### src/rtl/skl_serial_adder_if.sv
// Operand request and result handshake bundle for the byte-serial adder.
// The master drives operands and result acceptance; the slave answers.
interface skl_serial_adder_if #(
  parameter int WIDTH = 32
);
  logic             in_valid;
  logic             in_ready;
  logic [WIDTH-1:0] a;
  logic [WIDTH-1:0] b;
  logic             cin;
  logic             out_valid;
  logic             out_ready;
  logic [WIDTH-1:0] sum;
  logic             cout;
  logic             ovf;
  logic             busy;

  modport master (
    output in_valid, a, b, cin, out_ready,
    input  in_ready, out_valid, sum, cout, ovf, busy
  );

  modport slave (
    input  in_valid, a, b, cin, out_ready,
    output in_ready, out_valid, sum, cout, ovf, busy
  );
endinterface

### src/rtl/skl_serial_adder.sv
// Byte-serial wide adder: one 8-bit Sklansky prefix adder reused per byte,
// LSB first, with the inter-byte carry held in a register.
module skl8 (
  input  logic [7:0] x1,
  input  logic [7:0] x2,
  input  logic       cin,
  output logic [7:0] s,
  output logic       cout
);
  // One Sklansky level: bit i combines with the top of the lower block.
  function automatic logic [15:0] lvl(
    input logic [7:0] g,
    input logic [7:0] p,
    input int         sh
  );
    logic [7:0] go;
    logic [7:0] po;
    logic [2:0] j;
    go = g;
    po = p;
    for (int i = 0; i < 8; i++) begin
      if (((i >> sh) & 1) == 1) begin
        j     = 3'(((i >> sh) << sh) - 1);
        go[i] = g[i] | (p[i] & g[j]);
        po[i] = p[i] & p[j];
      end
    end
    return {go, po};
  endfunction

  logic [7:0] g0, p0, g1, p1, g2, p2, g3, p3;
  logic [8:0] c;

  always_comb begin
    g0 = x1 & x2;
    p0 = x1 ^ x2;
    {g1, p1} = lvl(g0, p0, 0);
    {g2, p2} = lvl(g1, p1, 1);
    {g3, p3} = lvl(g2, p2, 2);
    c[0] = cin;
    for (int i = 0; i < 8; i++) begin
      c[i+1] = g3[i] | (p3[i] & cin);
    end
    s    = p0 ^ c[7:0];
    cout = c[8];
  end
endmodule

module skl_serial_adder #(
  parameter int WIDTH  = 32,
  parameter int NBYTES = WIDTH / 8
) (
  input logic              clk,
  input logic              rst,
  skl_serial_adder_if.slave bus
);
  localparam int IW = (NBYTES > 1) ? $clog2(NBYTES) : 1;

  if ((WIDTH % 8) != 0 || WIDTH < 8 || NBYTES != WIDTH / 8) begin : g_bad
    $error("skl_serial_adder: WIDTH must be a multiple of 8 and >= 8");
  end

  typedef enum logic [1:0] {IDLE, RUN, DONE} state_t;

  state_t           state, nstate;
  logic [IW-1:0]    idx;
  logic             carry;
  logic [WIDTH-1:0] a_reg;
  logic [WIDTH-1:0] b_reg;
  logic [WIDTH-1:0] sum_q;
  logic             cout_q;
  logic             ovf_q;
  logic [7:0]       x1, x2, s;
  logic             co;
  logic             last;
  logic             rdy;
  logic             vld;

  assign x1   = a_reg[8*idx +: 8];
  assign x2   = b_reg[8*idx +: 8];
  assign last = (idx == IW'(NBYTES - 1));

  skl8 u_skl8 (
    .x1  (x1),
    .x2  (x2),
    .cin (carry),
    .s   (s),
    .cout(co)
  );

  always_ff @(posedge clk or posedge rst) begin
    if (rst) state <= IDLE;
    else     state <= nstate;
  end

  always_comb begin
    nstate = state;
    rdy    = 1'b0;
    vld    = 1'b0;
    unique case (state)
      IDLE: begin
        rdy = 1'b1;
        if (bus.in_valid) nstate = RUN;
      end
      RUN: begin
        if (last) nstate = DONE;
      end
      DONE: begin
        vld = 1'b1;
        if (bus.out_ready) nstate = IDLE;
      end
      default: nstate = IDLE;
    endcase
  end

  always_ff @(posedge clk or posedge rst) begin
    if (rst) begin
      idx    <= '0;
      carry  <= 1'b0;
      a_reg  <= '0;
      b_reg  <= '0;
      sum_q  <= '0;
      cout_q <= 1'b0;
      ovf_q  <= 1'b0;
    end else if (state == IDLE) begin
      if (bus.in_valid) begin
        a_reg <= bus.a;
        b_reg <= bus.b;
        carry <= bus.cin;
        idx   <= '0;
      end
    end else if (state == RUN) begin
      sum_q[8*idx +: 8] <= s;
      carry             <= co;
      // idx parks on the last byte rather than wrapping
      if (last) begin
        cout_q <= co;
        ovf_q  <= a_reg[WIDTH-1] ^ b_reg[WIDTH-1] ^ s[7] ^ co;
      end else begin
        idx <= idx + 1'b1;
      end
    end
  end

  assign bus.in_ready  = rdy;
  assign bus.out_valid = vld;
  assign bus.busy      = !rdy;
  assign bus.sum       = sum_q;
  assign bus.cout      = cout_q;
  assign bus.ovf       = ovf_q;
endmodule

### src/flat_wrapper.sv
// flat-port wrapper written by rule: the top's interface ports become plain ports
module skl_serial_adder_flat 
#(
  parameter int WIDTH  = 32,
  parameter int NBYTES = WIDTH / 8
)
  (clk, rst, bus_in_valid, bus_a, bus_b, bus_cin, bus_out_ready, bus_in_ready, bus_out_valid, bus_sum, bus_cout, bus_ovf, bus_busy);
  skl_serial_adder_if #(.WIDTH(WIDTH)) bus_i ();
  input logic clk;
  input logic rst;
  input wire logic [$bits(bus_i.in_valid)-1:0] bus_in_valid;
  input wire logic [$bits(bus_i.a)-1:0] bus_a;
  input wire logic [$bits(bus_i.b)-1:0] bus_b;
  input wire logic [$bits(bus_i.cin)-1:0] bus_cin;
  input wire logic [$bits(bus_i.out_ready)-1:0] bus_out_ready;
  output wire logic [$bits(bus_i.in_ready)-1:0] bus_in_ready;
  output wire logic [$bits(bus_i.out_valid)-1:0] bus_out_valid;
  output wire logic [$bits(bus_i.sum)-1:0] bus_sum;
  output wire logic [$bits(bus_i.cout)-1:0] bus_cout;
  output wire logic [$bits(bus_i.ovf)-1:0] bus_ovf;
  output wire logic [$bits(bus_i.busy)-1:0] bus_busy;
  assign bus_i.in_valid = bus_in_valid;
  assign bus_i.a = bus_a;
  assign bus_i.b = bus_b;
  assign bus_i.cin = bus_cin;
  assign bus_i.out_ready = bus_out_ready;
  assign bus_in_ready = bus_i.in_ready;
  assign bus_out_valid = bus_i.out_valid;
  assign bus_sum = bus_i.sum;
  assign bus_cout = bus_i.cout;
  assign bus_ovf = bus_i.ovf;
  assign bus_busy = bus_i.busy;
  skl_serial_adder #(.WIDTH(WIDTH), .NBYTES(NBYTES)) u_core (.clk(clk), .rst(rst), .bus(bus_i));
endmodule
### config.mk
export PLATFORM = sky130hd
export DESIGN_NAME = skl_serial_adder_flat
export DESIGN_NICKNAME = d
export VERILOG_FILES = /design/src/rtl/skl_serial_adder_if.sv /design/src/rtl/skl_serial_adder.sv /design/src/flat_wrapper.sv
export SDC_FILE = /design/constraint.sdc
export NUM_CORES = 1
export LEC_CHECK = 0
export BUFFER_PORTS_ARGS = -buffer_cell sky130_fd_sc_hd__buf_2
export CELL_PAD_IN_SITES_DETAIL_PLACEMENT = 1
export CELL_PAD_IN_SITES_GLOBAL_PLACEMENT = 1
export CORE_MARGIN = 2
export CORE_UTILIZATION = 40
export CTS_CLUSTER_DIAMETER = 60
export DETAILED_ROUTE_END_ITERATION = 8
export PLACE_DENSITY = 0.81
export REMOVE_ABC_BUFFERS = 1
export SYNTH_ARGS = -nofsm -noshare
export SYNTH_HDL_FRONTEND = slang
export SYNTH_SLANG_ARGS = --single-unit
### constraint.sdc
create_clock -name clk -period 3 [get_ports clk]
set_input_delay 0.3 -clock clk [delete_from_list [all_inputs] [get_ports clk]]
set_output_delay 0.3 -clock clk [all_outputs]
set_load 0.01 [all_outputs]
## After elaboration in Yosys (flattened, before gate mapping)

Index checks and enable logic that the tools add are counted.

| cells by class | value |
|---|---|
| bitwise gates (word level) | 59 |
| add/subtract/negate cells | 2 |
| shifts and indexed selects | 4 |
| reduce and logical (&&, ||, !) cells | 9 |
| multiplexer cells | 14 |
| equal/unequal tests | 7 |

Operators with widths:

| cell | number |
|---|---|
| variable part select 32 x 6 -> 8 bit | 2 |
| negator 5 -> 34 bit | 1 |
| variable shift 8 x 34 -> 32 bit (first input constant) | 1 |
| variable part select 8 x 34 -> 32 bit | 1 |
| bitwise AND 1 bit | 32 |
| bitwise mux 32 bit | 1 |
| OR 1 bit | 20 |
| bitwise XOR 8 bit | 2 |
| 2-to-1 mux 2 bit | 7 |
| AND reduction 3 bit | 3 |
| bitwise AND 8 bit | 1 |
| != test 2 bit (second input constant) | 3 |
| case mux 2 bit (3 select lines) | 1 |
| AND reduction 2 bit | 3 |
| 2-to-1 mux 1 bit | 5 |
| equality test 2 bit (second input constant) | 2 |
| bitwise XOR 1 bit | 3 |
| adder 2 x 1 -> 2 bit (second input constant) | 1 |
| equality test 2 x 1 -> 1 bit (second input constant) | 1 |
| logical NOT 2 bit | 1 |
| != test 2 x 1 -> 1 bit (second input constant) | 1 |
| nonzero test 2 bit | 1 |
| logical NOT 1 bit | 1 |
| inverter 1 bit | 1 |

| storage, ports and cells | value |
|---|---|
| logic and storage cells | 103 |
| bits in registers | 103 |
| input bits | 69 |

## Depth between registers and ports, before layout

Gate-level depths: netlist (run 1).

| depth | value |
|---|---|
| depth in word-level cells | 12 |
| mapped depth | 9 |
| gate-level depth less buffers | 7 |

## By module

From an unflattened synthesis (run 1), not the netlist that was laid out.

| unflattened totals | value |
|---|---|
| cell total of the unflattened synthesis | 336 |
| area, all modules | 4962.3 um^2 |

Modules (own cells, without submodules):

| module | sequential area each (um^2) | times used | area each (um^2) | cells each |
|---|---|---|---|---|
| skl_serial_adder | 2577.5 | 1 | 4642.0 | 296 |
| skl8 | 0.0 | 1 | 320.3 | 40 |

## Worst setup path before layout (run 1)

OpenSTA, ideal clock, no wires.

| timing path | value |
|---|---|
| path type | register -> register |
| from | register u_core.idx[0] |
| to | register u_core.ovf_q (netlist: u_core.bus.ovf) |
| data required time | 2.871 ns |
| stages on the path, launching flop included | 10 |
| setup time | 0.129 ns |
| data arrival time | 2.897 ns |
| period minus slack after synthesis | 3.026 ns |
| buffers on the path | 2 |
| setup slack | -0.026 ns |
| path through | dfrtp_1 -> buf_2 -> buf_2 -> mux4_2 -> ha_1 -> a21o_1 -> a21o_1 -> a31o_2 -> mux2i_1 -> a2111o_1 |

| on the way | value |
|---|---|
| word-level cells in the longest chain between the ends | 12 |
| elaborated cells on any way between the ends | 40 |

RTL lines:

| what | line | RTL |
|---|---|---|
| start, declared | skl_serial_adder.sv:66 | `logic [IW-1:0] idx;` |
| start signal, assigned | skl_serial_adder.sv:140 | `idx <= idx + 1'b1;` |
| variable part select 32 x 6 -> 8 bit (on tied branches) | skl_serial_adder.sv:79, skl_serial_adder.sv:80 |  |
| bitwise XOR 8 bit / bitwise AND 8 bit (equally long branches) | skl_serial_adder.sv:36, skl_serial_adder.sv:35 |  |
| bitwise AND 1 bit | skl_serial_adder.sv:24 | `go[i] = g[i] \| (p[i] & g[j]);` |
| OR 1 bit | skl_serial_adder.sv:24 |  |
| bitwise AND 1 bit | skl_serial_adder.sv:24 |  |
| OR 1 bit | skl_serial_adder.sv:24 |  |
| bitwise AND 1 bit | skl_serial_adder.sv:24 |  |
| OR 1 bit | skl_serial_adder.sv:24 |  |
| OR 1 bit | skl_serial_adder.sv:42 | `c[i+1] = g3[i] \| (p3[i] & cin);` |
| bitwise XOR 8 bit | skl_serial_adder.sv:44 | `s = p0 ^ c[7:0];` |
| bitwise XOR 1 bit (2 in a row) | skl_serial_adder.sv:138 | `ovf_q <= a_reg[WIDTH-1] ^ b_reg[WIDTH-1] ^ s[7] ^ co;` |
| end signal, assigned | skl_serial_adder.sv:138 |  |
| end, declared | skl_serial_adder.sv:72 | `logic ovf_q;` |

Several ways; a longest one is shown, not always the timed one.
A chain may end at the register's enable or synchronous reset.

## Final worst setup path (run 1)

| timing path | value |
|---|---|
| from | register u_core.idx[1] |
| to | register u_core.ovf_q (netlist: u_core.bus.ovf) |

The elaborated chain is that of the path after synthesis.

==> flow_summary.toml, run 1 <==
[logic_synthesis]
synthAdderAreaFrac_pct = 4.10
synth_area_per_cell_sq_um = 15.5
ys_ff_latch = 103
async_flop_share_pct = 100
yosysUniqueCellTypes = 43
yosysSeqAreaShare_pct = 54.1
synth_top_family_by_area = "multiplexers"
synth_xor_area_share_pct = 1.47
synth-edff-count = 0
syn_area_sq_um = 4760
synth_compound_gate_area_share_pct = 9.65
yosysWarningCount = 0
synthMuxAreaShare_pct = 23.4
synth_cells = 308
yosys.area_share.simple_pct = 4.65
synthFlopType = "dfrtp_1"

[critical_path]
timing.rr.start = "u_core.idx[1]$_DFFE_PP0P_"
cpPeakStageDelay_ps = 570
cp-start-kind = "flip-flop"
worst-path-max-fanout = 8
crit_path_cell_trace = "buf_4 -> mux4_2 -> ha_1 -> a211oi_2 -> o21ai_2 -> a31o_2 -> mux2i_1 -> a2111o_1"
startpoint = "u_core.idx[1]$_DFFE_PP0P_"
reg2reg_depth = 8
required_ps = 3240
end_kind = "flip-flop"
arrival_ps = 3050
critical_path_class = "flip-flop to flip-flop"
cp_slowest_cell = "mux4_2"

[cells_and_area]
seqCellArea_sq_um = 2580
multiInputGateArea_sq_um = 2060
mostFrequentLayoutCells = "buf_2 (105), dfrtp_1 (102), mux2_2 (60)"
fin_nets = 504
diodes = 0
fin_util_pct = 50.5
layout-area-overhead-vs-synth_pct = 22.1
final_common_cell = "buf_2"
drive_above_1_share_pct = 52.2
fillCellCount = 1219

[route]
drt_wl_total_microns = 11300
drc = 8
dr.pass1.iters = 6
drt_iter0_drc = 179
via_per_inst = 5.43
antenna_left = 0
post_drt_wl_per_cell_microns = 19.8
vias = 3082

[floorplanning]
start_util_pct = 41.3
ios = 106
dieArea_sq_um = 12800
die-height_microns = 113
core_area_sq_um = 11500
fp.dieW_microns = 113
rows = 39

[power_and_ir_drop]
ir_worst_vdd_uv = 437
internal_power_mw = 4.75
combPwrFrac_pct = 51.4
pwr-share-seq_pct = 30.9
switching_share_pct = 39.6
p_sw_mw = 3.11
pwr-share-clk_pct = 17.7
leakage_nw = 2.76
power_density_nw_per_um2 = 1350

[timing]
setup_viol = 0
period_share_pct = 93.7
timing.final.crit_period_ps = 2810
rsz0062_at_grt = "no"
slew_viol_final = 0
finalWorstSetupSlack_ps = 190
max_freq_ghz = 0.356
whs_ps = -10.3
tightest_slew_ps = 612
finalHoldViolCount = 17
relSlewSlack_pct = 59.1
finalSetupTns_ps = 0
skew_ps = 8.23

[grt]
grt_util_met3_pct = 4.23
grt-ovfl-total = 0
antenna_found_initial = 0
use_met1_pct = 24.4
grt-busiest-layer = "met2"
grt_use_total_pct = 18.8
grt_use_met2_pct = 31.7
grt_max_degree = 63
grt_pass1_vias = 3383
grt_pass1_wl_microns = 18400

[clock_network]
clk_latency_ps = 350
cts_buffer_depth = 2
cts.sinks = 103
cts_tree = "done"
h-tree-depth = 3
post-cts-setup-buffers = 0
cts_root_buf = "clkbuf_16"
cts_buffers = 9
hold_buffers = 0
clk_pin_slew_ps = 70

[placed_design]
gp_congestion = 0.748
numPortBuffers = 105
dp_hpwl_microns = 8550
preCtsSetupSlack_ps = 92.0

[run_status]
status = "finished, violations left"
violations = "design-rule violations, negative hold slack"

[job]
cap_viol_max_count = 0

[min_path]
hp-class = "primary input to asynchronous set/reset pin"
[critical path, delay by kind of cell, from the launching register on]
kind	cells	cell delay, ps
AOI/OAI and AO/OA	4	1090
muxes	2	700
DFF	1	360
adders and majority gates	1	340
buffers and inverters	1	200
[cells by family after synthesis]
family                     Yosys count
DFF                                103
muxes                               83
AOI/OAI and AO/OA                   56
and+or+nand+nor                     24
buffers and inverters               19
adders and majority gates           15
xor gates and xnor gates             8
[final timing paths]
path                                                      end  slack, ps
worst max-delay path               u_core.bus.ovf$_DFFE_PP0P_        190
worst min-delay path            u_core.bus.sum[1]$_DFFE_PP0P_        -10
worst max register to register     u_core.bus.ovf$_DFFE_PP0P_        190
worst min register to register    u_core.b_reg[7]$_DFFE_PP0P_        490
max in group asynchronous           u_core.idx[0]$_DFFE_PP0P_       2260
min in group clk                  u_core.state[1]$_DFFE_PP0P_        150
[repair_timing]
action	CTS	global route
setup endpoints to repair	0	6
resized for setup	0	1
hold endpoints to repair	0	0
[power groups by stage]
stage,sequential (mW),combinational [mW],clock (mW)
5_1_grt,2.52,4.46,1.46
6_report,2.43,4.05,1.39
4_1_cts,2.44,4.11,1.40
3_3_place_gp,2.44,3.87,0
2_1_floorplan,2.42,2.89,0
3_5_place_dp,2.46,4.10,0
[metal layers]
metal  vias to the layer above  routed length (microns)
li1                       1388                        -
met1                      1610                     4960
met2                        76                     5580
met3                         8                      576
met4                         0                      147
met5                         -                        0
[metrics by stage]
| step | cell area [sq um] | instances | total power, mW |
|---|---|---|---|
| 5_1_grt | 5810 | 568 | 8.44 |
| 4_1_cts | 5810 | 568 | 7.95 |
| 3_3_place_gp | 5460 | 552 | 6.31 |
| 6_report | 5810 | 568 | 7.86 |
| 2_1_floorplan | 4660 | 296 | 5.31 |
| 3_5_place_dp | 5460 | 552 | 6.56 |
[cells in the mapped netlist, types with 4 or more instances]
library cell,number,area [sq um]
dfrtp_1,103,2580
mux2_2,60,676
a22o_1,34,298
mux4_2,16,360
ha_1,14,175
buf_6,6,67.6
inv_1,6,22.5
mux2_1,5,56.3
a21oi_1,4,20.0
buf_2,4,20.0
o21ai_0,4,20.0
xnor2_1,4,35.0
xor2_1,4,35.0
[area by class of cell]
class / count / share of cell area, %
multi-input combinational: 186 / 35.4
timing repair buffer: 113 / 10.5
clock buffer: 11 / 4.35
inverter: 7 / 0.495
clock inverter: 5 / 1.79
sequential: 103 / 44.4
tap: 143 / 3.08
Note: power is estimated with default switching activity, not from simulation.
==> run 2, diff against run 1 <==
ABC_AREA = 1   (was unset)
CORE_UTILIZATION = 36   (was 40)
==> flow_summary.toml, run 2 <==
[job]
cap_viol_max_count = 0

[floorplanning]
rows = 42
ios = 106
dieArea_sq_um = 14600
fp.dieW_microns = 121
die-height_microns = 121
core_area_sq_um = 13300
start_util_pct = 37.0

[logic_synthesis]
yosys.area.top_type_share_pct = 52.4
async_flop_share_pct = 100
yosysTopAreaCell = "dfrtp_1"
synth.most_common_cell = "nand2_1"
syn_area_sq_um = 4910
yosysUniqueCellTypes = 31
yosysWarningCount = 0
synthTopCellsByCount = "nand2_1 (272), dfrtp_1 (103), o21ai_0 (48)"
yosysSeqAreaShare_pct = 52.4
synth-edff-count = 0
synth_area_leaders = "dfrtp_1 (52%), nand2_1 (21%), o21ai_0 (4.9%), ha_1 (3.6%), nor2_1 (3.1%)"
synth_area_per_cell_sq_um = 8.10
synth_cells = 607
ys_ff_latch = 103
synthFlopType = "dfrtp_1"

[grt]
grt-ovfl-total = 0
grt_pass1_vias = 4687
antenna_found_initial = 0
grt_use_total_pct = 20.4
grt_pass1_wl_microns = 23400
grt_max_degree = 66

[clock_network]
hold_buffers = 0
cts.sinks = 103
h-tree-depth = 3
cts_tree = "done"
cts_buffer_depth = 2
cts_resized = 0
clk_pin_slew_ps = 70
post-cts-setup-buffers = 0
cts_buffers = 9
clk_latency_ps = 350
cts_root_buf = "clkbuf_16"

[placed_design]
dp_hpwl_microns = 10100
gp_congestion = 0.819
placed_area_sq_um = 5630
numPortBuffers = 105

[critical_path]
end_kind = "flip-flop"
arrival_ps = 2800
crit_top_cell = "nand2_1"
required_ps = 3270
critical_path_class = "flip-flop to flip-flop"
cp_slowest_cell = "dfrtp_1"
path_delay_family = "compound AO/OA/AOI/OAI gates"
cpPeakStageDelay_ps = 370
crit_path_cell_trace = "buf_4 -> o21ai_0 -> o22ai_1 -> ha_1 -> nand3_1 -> nand3_1 -> nand2_1 -> nand2_1 -> nand2_1 -> nand2_1 -> a21oi_2 -> nand2_1 -> o21ai_1"
worst-path-max-fanout = 25
cp-start-kind = "flip-flop"
path_buf_inv = 1

[route]
dr.pass1.iters = 4
top_signal_layer_used = "met4"
drt_iter0_drc = 197
vias = 4385
drc = 0
via_per_inst = 4.93
wl_met3_microns = 572
drt_wl_total_microns = 13900
wl_met2_microns = 6630
wl_met1_microns = 6530
post_drt_wl_per_cell_microns = 15.6
antenna_left = 0

[timing]
timing.final.crit_period_ps = 2520
rsz0062_at_grt = "no"
period_share_pct = 84.1
skew_ps = 7.92
slew_viol_final = 0
max_freq_ghz = 0.396
setup_viol = 0
relSlewSlack_pct = 42.9
finalHoldViolCount = 0
tightest_slew_ps = 856

[cells_and_area]
fin_nets = 792
drive_above_1_share_pct = 20.9
final_area_sq_um = 5950
diodes = 0
fin_util_pct = 44.8
final_common_cell = "nand2_1"
layout-area-overhead-vs-synth_pct = 21.1
mostFrequentLayoutCells = "nand2_1 (271), buf_2 (105), dfrtp_1 (103)"

[power_and_ir_drop]
power_density_nw_per_um2 = 1310
leakage_nw = 3.25
ir_worst_vdd_uv = 409

[min_path]
hp-class = "primary input to asynchronous set/reset pin"

[run_status]
status = "finished, final reports clean"
-- run 2: changes by cell type after synthesis, sizes merged, moves of 17 or more --
| cell | delta |
|---|---|
| a22o | -33 |
| inv | +23 |
| mux2 | -65 |
| nand2 | +269 |
| nor2 | +41 |
| o21ai | +49 |
| o22ai | +17 |
-- run 2: stage by stage --
| step | hold slack (ps) | setup slack, ps | TNS (ps) | power, mW | cells |
|---|---|---|---|---|---|
| final | 25.8 | 477 | 0 | 7.80 | 889 |
| after global routing | 68.7 | 189 | 0 | 8.58 | 889 |
| after CTS | 45.8 | 464 | 0 | 7.87 | 889 |
| after detailed placement | 428 | 478 | 0 | 6.55 | 873 |
| after global placement | 422 | 612 | 0 | 6.34 | 873 |
| after floorplan | 395 | -230 | -3840 | 5.18 | 582 |
-- run 2: cell families (layout without fill, tap and decap cells) --
logic type / after synthesis / count (layout) / synth area share, %
buf+inv: 55 / 161 / 4.81
fa+ha+maj: 15 / 15 / 3.97
flops: 103 / 103 / 52.4
compound gates: 85 / 85 / 9.67
xor+xnor: 3 / 3 / 0.688
simple gates: 346 / 346 / 28.4
-- run 2: power breakdown --
part | internal, mW | switching, mW
registers | 1.98 | 0.370
clock network | 0.732 | 0.531
logic | 1.42 | 2.77
total | 4.13 | 3.67
-- run 2: final timing paths --
path	from	to	slack [ps]	cells past startpoint
min reg2reg	u_core.a_reg[11]$_DFFE_PP0P_	u_core.a_reg[11]$_DFFE_PP0P_	480	2
min in group clk	bus_out_ready	u_core.state[1]$_DFFE_PP0P_	130	2
max	u_core.idx[0]$_DFFE_PP0P_	u_core.bus.sum[21]$_DFFE_PP0P_	480	13
min	rst	u_core.bus.sum[27]$_DFFE_PP0P_	30	2
max in group asynchronous	rst	u_core.idx[1]$_DFFE_PP0P_	2250	3
max reg2reg	u_core.idx[0]$_DFFE_PP0P_	u_core.bus.sum[21]$_DFFE_PP0P_	480	13
-- run 2: routing by layer --
metal / up-vias / GRT usage [%]
met1: 2132 / 27.9
met3: 8 / 3.54
met5: - / 0
met2: 99 / 33.4
li1: 2146 / -
met4: 0 / 5.67
-- run 2: final cells by class --
| class | count | area [sq um] |
|---|---|---|
| fill | 1658 | 7340 |
| sequential | 103 | 2580 |
| multi-input combinational | 449 | 2100 |
| timing repair buffer | 115 | 613 |
| clock buffer | 9 | 225 |
| tap | 176 | 220 |
| inverter | 30 | 115 |
| clock inverter | 7 | 97.6 |
-- run 2: worst reg2reg max path: cells and delay by family, from the launching register on --
family | cells | cell delay (ps)
compound gates | 4 | 860
simple gates | 7 | 600
flops | 1 | 370
fa+ha+maj | 1 | 320
buf+inv | 1 | 300
==> run 3, diff against run 2 <==
ABC_AREA = 0   (was 1)
CORE_UTILIZATION = 44   (was 36)
PLACE_DENSITY = 0.84   (was 0.81)
clock period = 2.35 ns   (was 3 ns; I/O delays follow)
==> flow_summary.toml, run 3 (synthesis results as in run 1) <==
[run_status]
status = "finished, violations left"
violations = "negative setup slack"

[critical_path]
critical_path_class = "flip-flop to flip-flop"
crit_path_cell_trace = "buf_6 -> mux4_2 -> ha_4 -> a211oi_4 -> o21ai_4 -> buf_6 -> a221oi_4 -> xnor2_2 -> a22o_1"
rr_endpoint = "u_core.bus.sum[6]$_DFFE_PP0P_"
r2r_slack_ps = -310
arrival_ps = 2920
required_ps = 2610
crit_top_cell = "buf_6"
cp-start-kind = "flip-flop"
cpPeakStageDelay_ps = 530
timing.rr.start = "u_core.idx[0]$_DFFE_PP0P_"
worst-path-max-fanout = 5
end_kind = "flip-flop"
path_buf_inv = 2
reg2reg_depth = 9
cp_slowest_cell = "mux4_2"
path_delay_family = "compound AO/OA/AOI/OAI gates"

[clock_network]
clk_pin_slew_ps = 100
cts_root_buf = "clkbuf_8"
cts_buffer_depth = 2
cts.sinks = 103
cts_buffers = 9
clk_latency_ps = 380
h-tree-depth = 3
cts_tree = "done"

[floorplanning]
start_util_pct = 45.7
rows = 37
ios = 106
core_area_sq_um = 10400
die-height_microns = 108
dieArea_sq_um = 11700
fp.dieW_microns = 108

[route]
via_per_inst = 5.72
antenna_left = 0
dr.pass1.iters = 4
drc = 0
post_drt_wl_per_cell_microns = 24.0
vias = 3429
drt_wl_total_microns = 14400
drt_iter0_drc = 149

[min_path]
hp-class = "primary input to flip-flop"
hold-path-endpoint = "u_core.state[1]$_DFFE_PP0P_"
min-delay-start = "bus_out_ready"
hold_path_depth = 2

[timing]
finalWorstSetupSlack_ps = -309
slew_viol_final = 0
rsz0062_at_grt = "yes"
tightest_slew_ps = 616
setup_viol = 25
whs_ps = 58.2
period_share_pct = 113
timing.final.crit_period_ps = 2660
max_freq_ghz = 0.376
finalHoldViolCount = 0
relSlewSlack_pct = 58.9
skew_ps = 13.3

[cells_and_area]
multiInputGateArea_sq_um = 2280
final_common_cell = "buf_2"
fillCellCount = 1025
seqCellArea_sq_um = 2580
fin_nets = 543
drive_above_1_share_pct = 59.7
layout-area-overhead-vs-synth_pct = 30.0
mostFrequentLayoutCells = "buf_2 (105), dfrtp_1 (102), mux2_2 (60)"
diodes = 0

[placed_design]
gp_congestion = 0.784
numPortBuffers = 105
dp_hpwl_microns = 9620

[grt]
grt_pass1_wl_microns = 21700
grt_use_total_pct = 25.1
antenna_found_initial = 0
grt_pass1_vias = 3795
grt_max_degree = 47
grt-ovfl-total = 0

[job]
cap_viol_max_count = 0
==> run 3: cell count changes in the layout (fill, tap and decap cells not counted), moves of 9 or more <==
| cell | before | now |
|---|---|---|
| a22o_1 | 1 | 34 |
| buf_4 | 9 | 35 |
| clkbuf_16 | 9 | 0 |
| clkbuf_8 | 0 | 9 |
| inv_1 | 26 | 5 |
| mux2_2 | 0 | 60 |
| mux4_2 | 0 | 16 |
| nand2_1 | 271 | 3 |
| nand3_1 | 13 | 0 |
| nor2_1 | 41 | 2 |
| o21ai_0 | 48 | 2 |
| o22ai_1 | 17 | 0 |
==> run 3: through the flow <==
| step | instances | setup TNS [ps] | util, % | area (sq um) | setup WS (ps) |
|---|---|---|---|---|---|
| floorplan | 296 | -112980 | - | 4660 | -825 |
| global placement | 570 | -3260 | 54.3 | 5660 | -285 |
| detailed placement | 570 | -6930 | 54.3 | 5660 | -454 |
| CTS | 594 | -3820 | 58.4 | 6080 | -268 |
| global route | 600 | -6890 | 59.4 | 6190 | -383 |
| finish | 600 | -4550 | 59.4 | 6190 | -309 |
==> run 3: timing repair <==
item                       in CTS  in global routing
pin swaps                      10                 14
setup endpoints to repair      23                 35
hold buffers                    1                  0
resized for setup              28                 10
buffers inserted                7                  6
hold endpoints to repair       44                  0
==> run 3: final cells by class <==
cell class,instances,share of cell area [%]
Clock buffer,11,2.12
Clock inverter,5,0.566
Inverter,7,0.465
Multi-Input combinational cell,186,36.8
Sequential cell,103,41.7
Tap cell,136,2.75
Timing Repair Buffer,152,15.6
==> run 3: worst max path at each step <==
stage / end / cells past startpoint / slack [ps] / start
2_1_floorplan: u_core.bus.ovf$_DFFE_PP0P_ / 7 / -830 / u_core.idx[0]$_DFFE_PP0P_
3_3_place_gp: u_core.bus.ovf$_DFFE_PP0P_ / 8 / -280 / u_core.idx[0]$_DFFE_PP0P_
3_5_place_dp: u_core.bus.ovf$_DFFE_PP0P_ / 8 / -450 / u_core.idx[0]$_DFFE_PP0P_
4_1_cts: u_core.bus.ovf$_DFFE_PP0P_ / 8 / -270 / u_core.idx[0]$_DFFE_PP0P_
5_1_grt: u_core.bus.sum[6]$_DFFE_PP0P_ / 9 / -380 / u_core.idx[0]$_DFFE_PP0P_
6_report: u_core.bus.sum[6]$_DFFE_PP0P_ / 9 / -310 / u_core.idx[0]$_DFFE_PP0P_
==> run 3: per-layer routing <==
layer	share of wire (%)	routed length [microns]	GRT usage (%)	vias up
met5	0	0	0	-
met4	3.2	466	8.52	0
met3	5.0	723	5.00	38
met2	52	7430	42.8	141
met1	40	5770	32.3	1780
li1	-	-	-	1470
Power of run 3 is not shown: default switching activity piles up to over one toggle a cycle in this logic, so the estimate is an artifact.
